**src/rtl/apb_cfg_master.sv**
```systemverilog
// apb_cfg_master: single-command APB master for the TPU config port.
// Optional poll timeout is enabled with `define APB_CFG_POLL_TIMEOUT_EN.
module apb_cfg_master #(
  parameter int ADDR_W    = 8,
  parameter int DATA_W    = 32,
  parameter int POLL_GAP  = 4,
  parameter int TIMEOUT_W = 16
) (
  input  logic                 clk,
  input  logic                 resetn,
  input  logic                 cmd_valid,
  output logic                 cmd_ready,
  input  logic [1:0]           cmd_op,
  input  logic [ADDR_W-1:0]    cmd_addr,
  input  logic [DATA_W-1:0]    cmd_wdata,
  output logic                 rsp_valid,
  input  logic                 rsp_ready,
  output logic [DATA_W-1:0]    rsp_rdata,
  output logic                 rsp_err,
  output logic [TIMEOUT_W-1:0] rsp_polls,
  input  logic [TIMEOUT_W-1:0] timeout_limit,
  output logic [ADDR_W-1:0]    PADDR,
  output logic                 PWRITE,
  output logic                 PSEL,
  output logic                 PENABLE,
  output logic [DATA_W-1:0]    PWDATA,
  input  logic [DATA_W-1:0]    PRDATA,
  input  logic                 PREADY
);

  typedef enum logic [2:0] {
    S_IDLE,
    S_SETUP,
    S_ACCESS,
    S_GAP,
    S_RESP
  } state_e;

  localparam int GW = (POLL_GAP > 1) ? $clog2(POLL_GAP) : 1;
  localparam logic [GW-1:0] GAP_LAST =
    GW'((POLL_GAP > 0) ? POLL_GAP - 1 : 0);

  state_e                state_q;
  logic                  poll_q;
  logic [DATA_W-1:0]     mask_q;
  logic [GW-1:0]         gap_q;
  logic [ADDR_W-1:0]     paddr_q;
  logic                  pwrite_q;
  logic                  psel_q;
  logic                  penable_q;
  logic [DATA_W-1:0]     pwdata_q;
  logic                  rsp_valid_q;
  logic [DATA_W-1:0]     rdata_q;
  logic                  err_q;
  logic [TIMEOUT_W-1:0]  polls_q;
  logic [TIMEOUT_W-1:0]  polls_d;
  logic                  hit;
  logic                  tmo;

  // Poll attempt count saturates rather than wrapping
  assign polls_d = (&polls_q) ? polls_q
                              : polls_q + TIMEOUT_W'(1);
  assign hit = (PRDATA & mask_q) != '0;

`ifdef APB_CFG_POLL_TIMEOUT_EN
  logic [TIMEOUT_W-1:0] limit_q;
  // Zero limit means poll forever
  assign tmo = (limit_q != '0) && (polls_d >= limit_q);
`else
  logic unused_limit;
  assign unused_limit = ^timeout_limit;
  assign tmo = 1'b0;
`endif

  assign cmd_ready = (state_q == S_IDLE);
  assign PADDR     = paddr_q;
  assign PWRITE    = pwrite_q;
  assign PSEL      = psel_q;
  assign PENABLE   = penable_q;
  assign PWDATA    = pwdata_q;
  assign rsp_valid = rsp_valid_q;
  assign rsp_rdata = rdata_q;
  assign rsp_err   = err_q;
  assign rsp_polls = polls_q;

  // Command FSM with registered APB and response outputs
  always_ff @(posedge clk or negedge resetn) begin
    if (!resetn) begin
      state_q     <= S_IDLE;
      poll_q      <= 1'b0;
      mask_q      <= '0;
      gap_q       <= '0;
      paddr_q     <= '0;
      pwrite_q    <= 1'b0;
      psel_q      <= 1'b0;
      penable_q   <= 1'b0;
      pwdata_q    <= '0;
      rsp_valid_q <= 1'b0;
      rdata_q     <= '0;
      err_q       <= 1'b0;
      polls_q     <= '0;
`ifdef APB_CFG_POLL_TIMEOUT_EN
      limit_q     <= '0;
`endif
    end else begin
      unique case (state_q)
        S_IDLE: begin
          if (cmd_valid) begin
            state_q   <= S_SETUP;
            psel_q    <= 1'b1;
            penable_q <= 1'b0;
            paddr_q   <= cmd_addr;
            pwrite_q  <= (cmd_op == 2'b00);
            pwdata_q  <= (cmd_op == 2'b00) ? cmd_wdata : '0;
            poll_q    <= (cmd_op == 2'b10);
            mask_q    <= cmd_wdata;
            rdata_q   <= '0;
            err_q     <= 1'b0;
            polls_q   <= '0;
`ifdef APB_CFG_POLL_TIMEOUT_EN
            limit_q   <= timeout_limit;
`endif
          end
        end
        S_SETUP: begin
          penable_q <= 1'b1;
          state_q   <= S_ACCESS;
        end
        S_ACCESS: begin
          if (PREADY) begin
            penable_q <= 1'b0;
            psel_q    <= 1'b0;
            if (!pwrite_q) rdata_q <= PRDATA;
            if (!poll_q) begin
              rsp_valid_q <= 1'b1;
              state_q     <= S_RESP;
            end else begin
              polls_q <= polls_d;
              if (hit) begin
                rsp_valid_q <= 1'b1;
                state_q     <= S_RESP;
              end else if (tmo) begin
                err_q       <= 1'b1;
                rsp_valid_q <= 1'b1;
                state_q     <= S_RESP;
              end else if (POLL_GAP == 0) begin
                psel_q  <= 1'b1;
                state_q <= S_SETUP;
              end else begin
                gap_q   <= '0;
                state_q <= S_GAP;
              end
            end
          end
        end
        S_GAP: begin
          if (gap_q == GAP_LAST) begin
            psel_q  <= 1'b1;
            state_q <= S_SETUP;
          end else begin
            gap_q <= gap_q + GW'(1);
          end
        end
        S_RESP: begin
          if (rsp_ready) begin
            rsp_valid_q <= 1'b0;
            state_q     <= S_IDLE;
          end
        end
        default: state_q <= S_IDLE;
      endcase
    end
  end

endmodule

```
**config.mk**
```make
export PLATFORM = sky130hd
export DESIGN_NAME = apb_cfg_master
export DESIGN_NICKNAME = d
export VERILOG_FILES = /design/src/rtl/apb_cfg_master.sv
export SDC_FILE = /design/constraint.sdc
export NUM_CORES = 1
export LEC_CHECK = 0
export ABC_AREA = 1
export CORE_MARGIN = 2
export CORE_UTILIZATION = 50
export CTS_CLUSTER_SIZE = 10
export DETAILED_ROUTE_END_ITERATION = 12
export MAX_ROUTING_LAYER = met4
export PLACE_DENSITY_LB_ADDON = 0.25
export SLEW_MARGIN = 20
export SYNTH_ARGS = -nofsm -noshare
export SYNTH_HDL_FRONTEND = slang
export SYNTH_SLANG_ARGS = --single-unit
```
**constraint.sdc**
```tcl
create_clock -name clk -period 4.95 [get_ports clk]
set_input_delay 0.7425 -clock clk [delete_from_list [all_inputs] [get_ports clk]]
set_output_delay 0.7425 -clock clk [all_outputs]
set_load 0.02 [all_outputs]
```
# Word level (Yosys, flattened, before mapping)
# Cells that the tools add are included.
[classes] n_eq_ne=16 add_sub_neg=2 reduce_logical=17 mux=33 n_bitwise=1
[ops] op="$mux 32" n=4
[ops] op="$mux 16" n=4
[ops] op="$pmux 32 s2" n=1
[ops] op="$and 32x32->32" n=1
[ops] op="$pmux 16 s2" n=1
[ops] op="$reduce_bool 32->1" n=1
[ops] op="$mux 3" n=6
[ops] op="$ne 2x2->1 const B" n=9
[ops] op="$add 16x1->16 const B" n=1
[ops] op="$reduce_and 16->1" n=1
[ops] op="$reduce_and 4->1" n=4
[ops] op="$pmux 3 s5" n=1
[ops] op="$reduce_and 5->1" n=2
[ops] op="$mux 1" n=8
[ops] op="$mux 2" n=4
[ops] op="$eq 3x2->1 const B" n=2
[ops] op="$pmux 1 s3" n=2
[ops] op="$reduce_bool 2->1" n=3
[ops] op="$reduce_bool 3->1" n=2
[ops] op="$eq 2x2->1 const B" n=2
[ops] op="$pmux 2 s2" n=1
[ops] op="$eq 3x1->1 const B" n=1
[ops] op="$eq 3x3->1 const B" n=1
[ops] op="$logic_not 3->1" n=1
[ops] op="6 further kinds" n=6
[word_totals] inputBits=95 word_cells=81 out_inout_bits=94 ff_bits=130

# Logic depth before layout (Yosys ltp)
[logic_depth] depth_word=6 mapped_depth=11 ltp_nobuf=10

# Worst setup path after synthesis
# OpenSTA, ideal clock, no wires.
[synth_timing] kind="reg-to-reg" from="reg polls_q[0], in the netlist rsp_polls[0]" to="reg polls_q[1], in the netlist rsp_polls[1]" setup_ns=0.126 path_buffers=1 path_slack_ns=3.068 stages_incl_launch_ff=10 arrival_ns=1.756 period_less_slack_ns=1.882 t_required_ns=4.824 cell_sequence="dfrtp_1 -> ha_1 -> nand3_2 -> nor2_1 -> nand2_1 -> nor2_1 -> nand2_1 -> o211ai_2 -> buf_6 -> o21ai_0"
[synth_between] elab_chain_cells=5 elab_cells_between_ends=8 classes_between="1 x add/sub; 1 x eq/ne; 4 x mux; 2 x reduce/logical"
[synth_lines] element="from (decl)" line="55" source="logic [TIMEOUT_W-1:0] polls_q;"
[synth_lines] element="from (signal assigned)" line="138" source="polls_q <= polls_d;"
[synth_lines] element="$add 16x1->16" line="62" source=": polls_q + TIMEOUT_W'(1);"
[synth_lines] element="$mux 16" line="61" source="assign polls_d = (&polls_q) ? polls_q"
[synth_lines] element="$mux 16" line="134" source="if (!poll_q) begin"
[synth_lines] element="$mux 16" line="130" source="if (PREADY) begin"
[synth_lines] element="$pmux 16 s2" line="106" source="unique case (state_q)"
# Parallel ways exist; a longest one is shown, timed or not. The select of a mux whose other input is x is not followed.
# A chain may end at the register's enable or synchronous reset.

# Final worst setup path
[layout_timing] from="reg state_q[2]" to="reg polls_q[13], in the netlist rsp_polls[13]"
[layout_between] elab_chain_cells=3 elab_cells_between_ends=9 classes_between="5 x eq/ne; 1 x mux; 3 x reduce/logical"
[layout_lines] element="from (decl)" line="43" source="state_e state_q;"
[layout_lines] element="from (signal assigned)" line="89" source="state_q <= S_IDLE;"
[layout_lines] element="from (signal assigned)" line="109" source="state_q <= S_SETUP;"
[layout_lines] element="from (signal assigned)" line="127" source="state_q <= S_ACCESS;"
[layout_lines] element="$eq 3x2->1 or $logic_not 3->1 (tied branches)" line="106"
[layout_lines] element="$ne 2x2->1 (no source line) or $reduce_bool 2->1 (tied branches)"
[layout_lines] element="$reduce_and 5->1 (no source line)"
# Parallel ways exist; a longest one is shown, timed or not.

==> results.json <==
{
  "cp-start-kind": "flop",
  "initial_core_util": 0.517,
  "vias": 5179,
  "routed.top_layer": "met4",
  "drc": 0,
  "routed_wl_um": 15600,
  "hpwl_um": 10700,
  "setup_viol": 0,
  "ir_worst_vdd_v": 0.000410,
  "cts_tree": "built",
  "grt_max_degree": 94,
  "p_int_mw": 3.14,
  "maxCapViolations": 0,
  "crit_chain": "inv_1, nand2_4, nor2_4, inv_2, nor3_4, nand2_1, o211ai_2, nand2_1, o21ai_1",
  "synth.distinct_cells": 37,
  "cts-resized-gates": 0,
  "cp-end-kind": "flop",
  "drive_gt1_frac": 0.0674,
  "fin_util": 0.721,
  "ys.flop_type": "dfrtp_1",
  "fin_skew_ns": 0.0125,
  "power.density_nw_per_um2": 616,
  "core_area_um2": 11500,
  "critPathMostFrequentCell": "nand2_1",
  "status": "finished, final reports clean",
  "rsz0062_at_grt": "false",
  "vias_per_cell": 5.24,
  "grt_pass1_vias": 5265,
  "synthArstFlopShare": 1.00,
  "clockRootBuffer": "clkbuf_16",
  "worst_slew_pin_slew_ns": 1.10,
  "antenna_found_initial": 0,
  "final_nets": 932,
  "overflow": 0,
  "grt_first_pass_wirelength_um": 25700,
  "dr.pass1.iters": 7,
  "crit_family": "simple AND/OR/NAND/NOR gates",
  "port_buffers": 171,
  "clk_pin_slew_worst_paths_ns": 0.05,
  "htreeDepth": 4,
  "pwr-share-comb": 0.411,
  "wl_per_cell_um": 15.8,
  "critPathMaxStageDelay_ns": 0.84,
  "max-slew-margin-rel": 0.263,
  "final_antenna_net_count": 0,
  "n_antenna_cell": 0,
  "hold_viol": 0,
  "cts_buffer_depth": 2,
  "synth_top_area_share": 0.549,
  "fillCellCount": 851,
  "seqPwrFrac": 0.340,
  "die_h_um": 113,
  "ios": 189,
  "synthesis.area_um2": 5920,
  "clock_power_share": 0.249,
  "critical_path_class": "reg -> reg",
  "wl_met1_um": 6370,
  "gp_congestion": 0.918,
  "crit_buf_inv": 2,
  "leakagePower_nw": 3.70,
  "syn2layout_area_growth_pct": 39.5,
  "synth_cells": 675,
  "slowest_stage": "nor2_4",
  "crit_fanout": 42,
  "avgSynthCellArea_um2": 8.78,
  "hold_buffers": 0,
  "synth-seq-cells": 130,
  "fmax_ghz": 0.354,
  "rows": 39,
  "yosysSeqAreaShare": 0.549,
  "ys_warn_count": 0,
  "power.switching_mw": 1.95,
  "p_sw_frac": 0.383,
  "die_area_um2": 12700,
  "cts_buffers": 17,
  "synthesis.nets": 772,
  "drv_slew": 0,
  "dr_wl_met3_um": 1090,
  "cp.arrival_ns": 3.16,
  "cp.required_ns": 5.28,
  "grtUsageTotal": 0.264,
  "synth.area.top_cells": "dfrtp_1 (55%), nand2_1 (10%), inv_1 (5.6%), o21ai_0 (5.6%), o31ai_1 (4.2%)",
  "postPlaceCellArea_um2": 7670,
  "fin_tns_setup_ns": 0,
  "met2WireLength_um": 7930,
  "clkLatencyLatePin_ns": 0.42,
  "yosysTopAreaCell": "dfrtp_1",
  "post-route-min-period_ns": 2.83,
  "cts_setup_buffers": 0,
  "cts_sinks": 130,
  "hp-class": "in -> async",
  "min_period_over_period": 0.571,
  "synth-edff-count": 0,
  "dr.first_iter.drc_count": 334,
  "die_w_um": 113,
  "final_area_um2": 8270
}
[stage by stage]
stage                     power, mW  worst slack, ns  hold slack [ns]  std cells
after floorplan                2.99             3.07            0.446        675
after global placement         3.74             2.28            0.460        959
after detailed placement       3.83             2.22            0.472        959
after CTS                      5.13             2.13            0.445        989
after global routing           5.39             1.89            0.460        989
final                          5.09             2.12            0.398        989
[layout by cell type, fill, tap and decap left out, types with 3 or more instances in the layout]
master / n
nor2_1: 42
clkdlybuf4s50_1: 170
nand3_1: 46
o21ai_0: 66
clkbuf_16: 17
nand2_1: 162
o21ai_1: 13
dfrtp_1: 130
clkbuf_8: 7
xor2_1: 9
mux2_2: 8
inv_1: 88
buf_4: 3
inv_2: 3
o31ai_1: 33
nor3_1: 7
nand2_4: 4
nand4_1: 9
[layer usage]
| layer | vias to the layer above | GRT usage |
|---|---|---|
| li1 | 2506 | - |
| met3 | 20 | 0.0718 |
| met2 | 185 | 0.431 |
| met5 | - | - |
| met1 | 2468 | 0.316 |
| met4 | 0 | 0.0984 |
[layout make-up]
type | instances | area [um2] | area share
Sequential cell | 130 | 3250 | 0.394
Multi-Input combinational cell | 421 | 2160 | 0.261
Timing Repair Buffer | 174 | 1740 | 0.210
Clock buffer | 26 | 529 | 0.0640
Inverter | 91 | 342 | 0.0413
Tap cell | 143 | 179 | 0.0216
Clock inverter | 4 | 70.1 | 0.00848
[state kept, by name (all words and copies together) (netlist names)]
register,cells
PADDR,8
PSEL,1
PWRITE,1
PWDATA,32
mask_q,32
rsp_rdata,32
PENABLE,1
rsp_polls,16
gap_q,2
rsp_valid,1
poll_q,1
state_q,3
[cells in the mapped netlist, types with 2 or more instances]
library cell  number
ha_1               2
nand2_1          163
a31oi_1            2
o21ai_1           13
buf_6              5
inv_2              3
nor3_1             7
buf_2              9
dfrtp_1          130
clkbuf_2           3
nand2_4            3
o31ai_1           33
mux2_2             8
o21ai_0           66
nor2_4             2
nor2_1            42
clkbuf_1          14
nand3_1           46
a21oi_1            2
nand4_1            9
inv_1             88
xor2_1             9
xnor2_1            2
[kinds of logic (layout without fill, tap and decap cells)]
logic type / count (synthesis) / in the layout / share of synthesized area
multiplexers: 8 / 8 / 0.0152
adder cells (fa/ha/maj): 2 / 2 / 0.00422
AND/OR/NAND/NOR: 276 / 276 / 0.200
other: 1 / 1 / 0.000633
flip-flops: 130 / 130 / 0.549
XOR/XNOR: 11 / 11 / 0.0163
AO/OA/AOI/OAI: 123 / 123 / 0.126
buffers and inverters: 124 / 295 / 0.0881
[power groups by stage]
stage                     Combinational, mW  Sequential [mW]  Clock [mW]
after floorplan                       0.973             2.02           0
after global placement                 2.03             1.71           0
after detailed placement               2.09             1.74           0
after CTS                              2.11             1.73        1.28
after global routing                   2.29             1.78        1.33
final                                  2.09             1.73        1.27
[final timing paths]
kind / startpoint / end / slack, ns / cells past startpoint
worst max-delay path: state_q[2]$_DFFE_PN0P_ / rsp_polls[13]$_DFFE_PN0P_ / 2.12 / 9
worst min-delay path: resetn / rsp_rdata[22]$_DFFE_PN0P_ / 0.40 / 1
worst max register to register: state_q[2]$_DFFE_PN0P_ / rsp_polls[13]$_DFFE_PN0P_ / 2.12 / 9
worst min register to register: mask_q[18]$_DFFE_PN0P_ / mask_q[18]$_DFFE_PN0P_ / 0.48 / 2
max in group asynchronous: resetn / state_q[0]$_DFFE_PN0P_ / 3.46 / 2
min in group clk: mask_q[18]$_DFFE_PN0P_ / mask_q[18]$_DFFE_PN0P_ / 0.48 / 2
No activity file was read; power rests on OpenSTA's default activity.
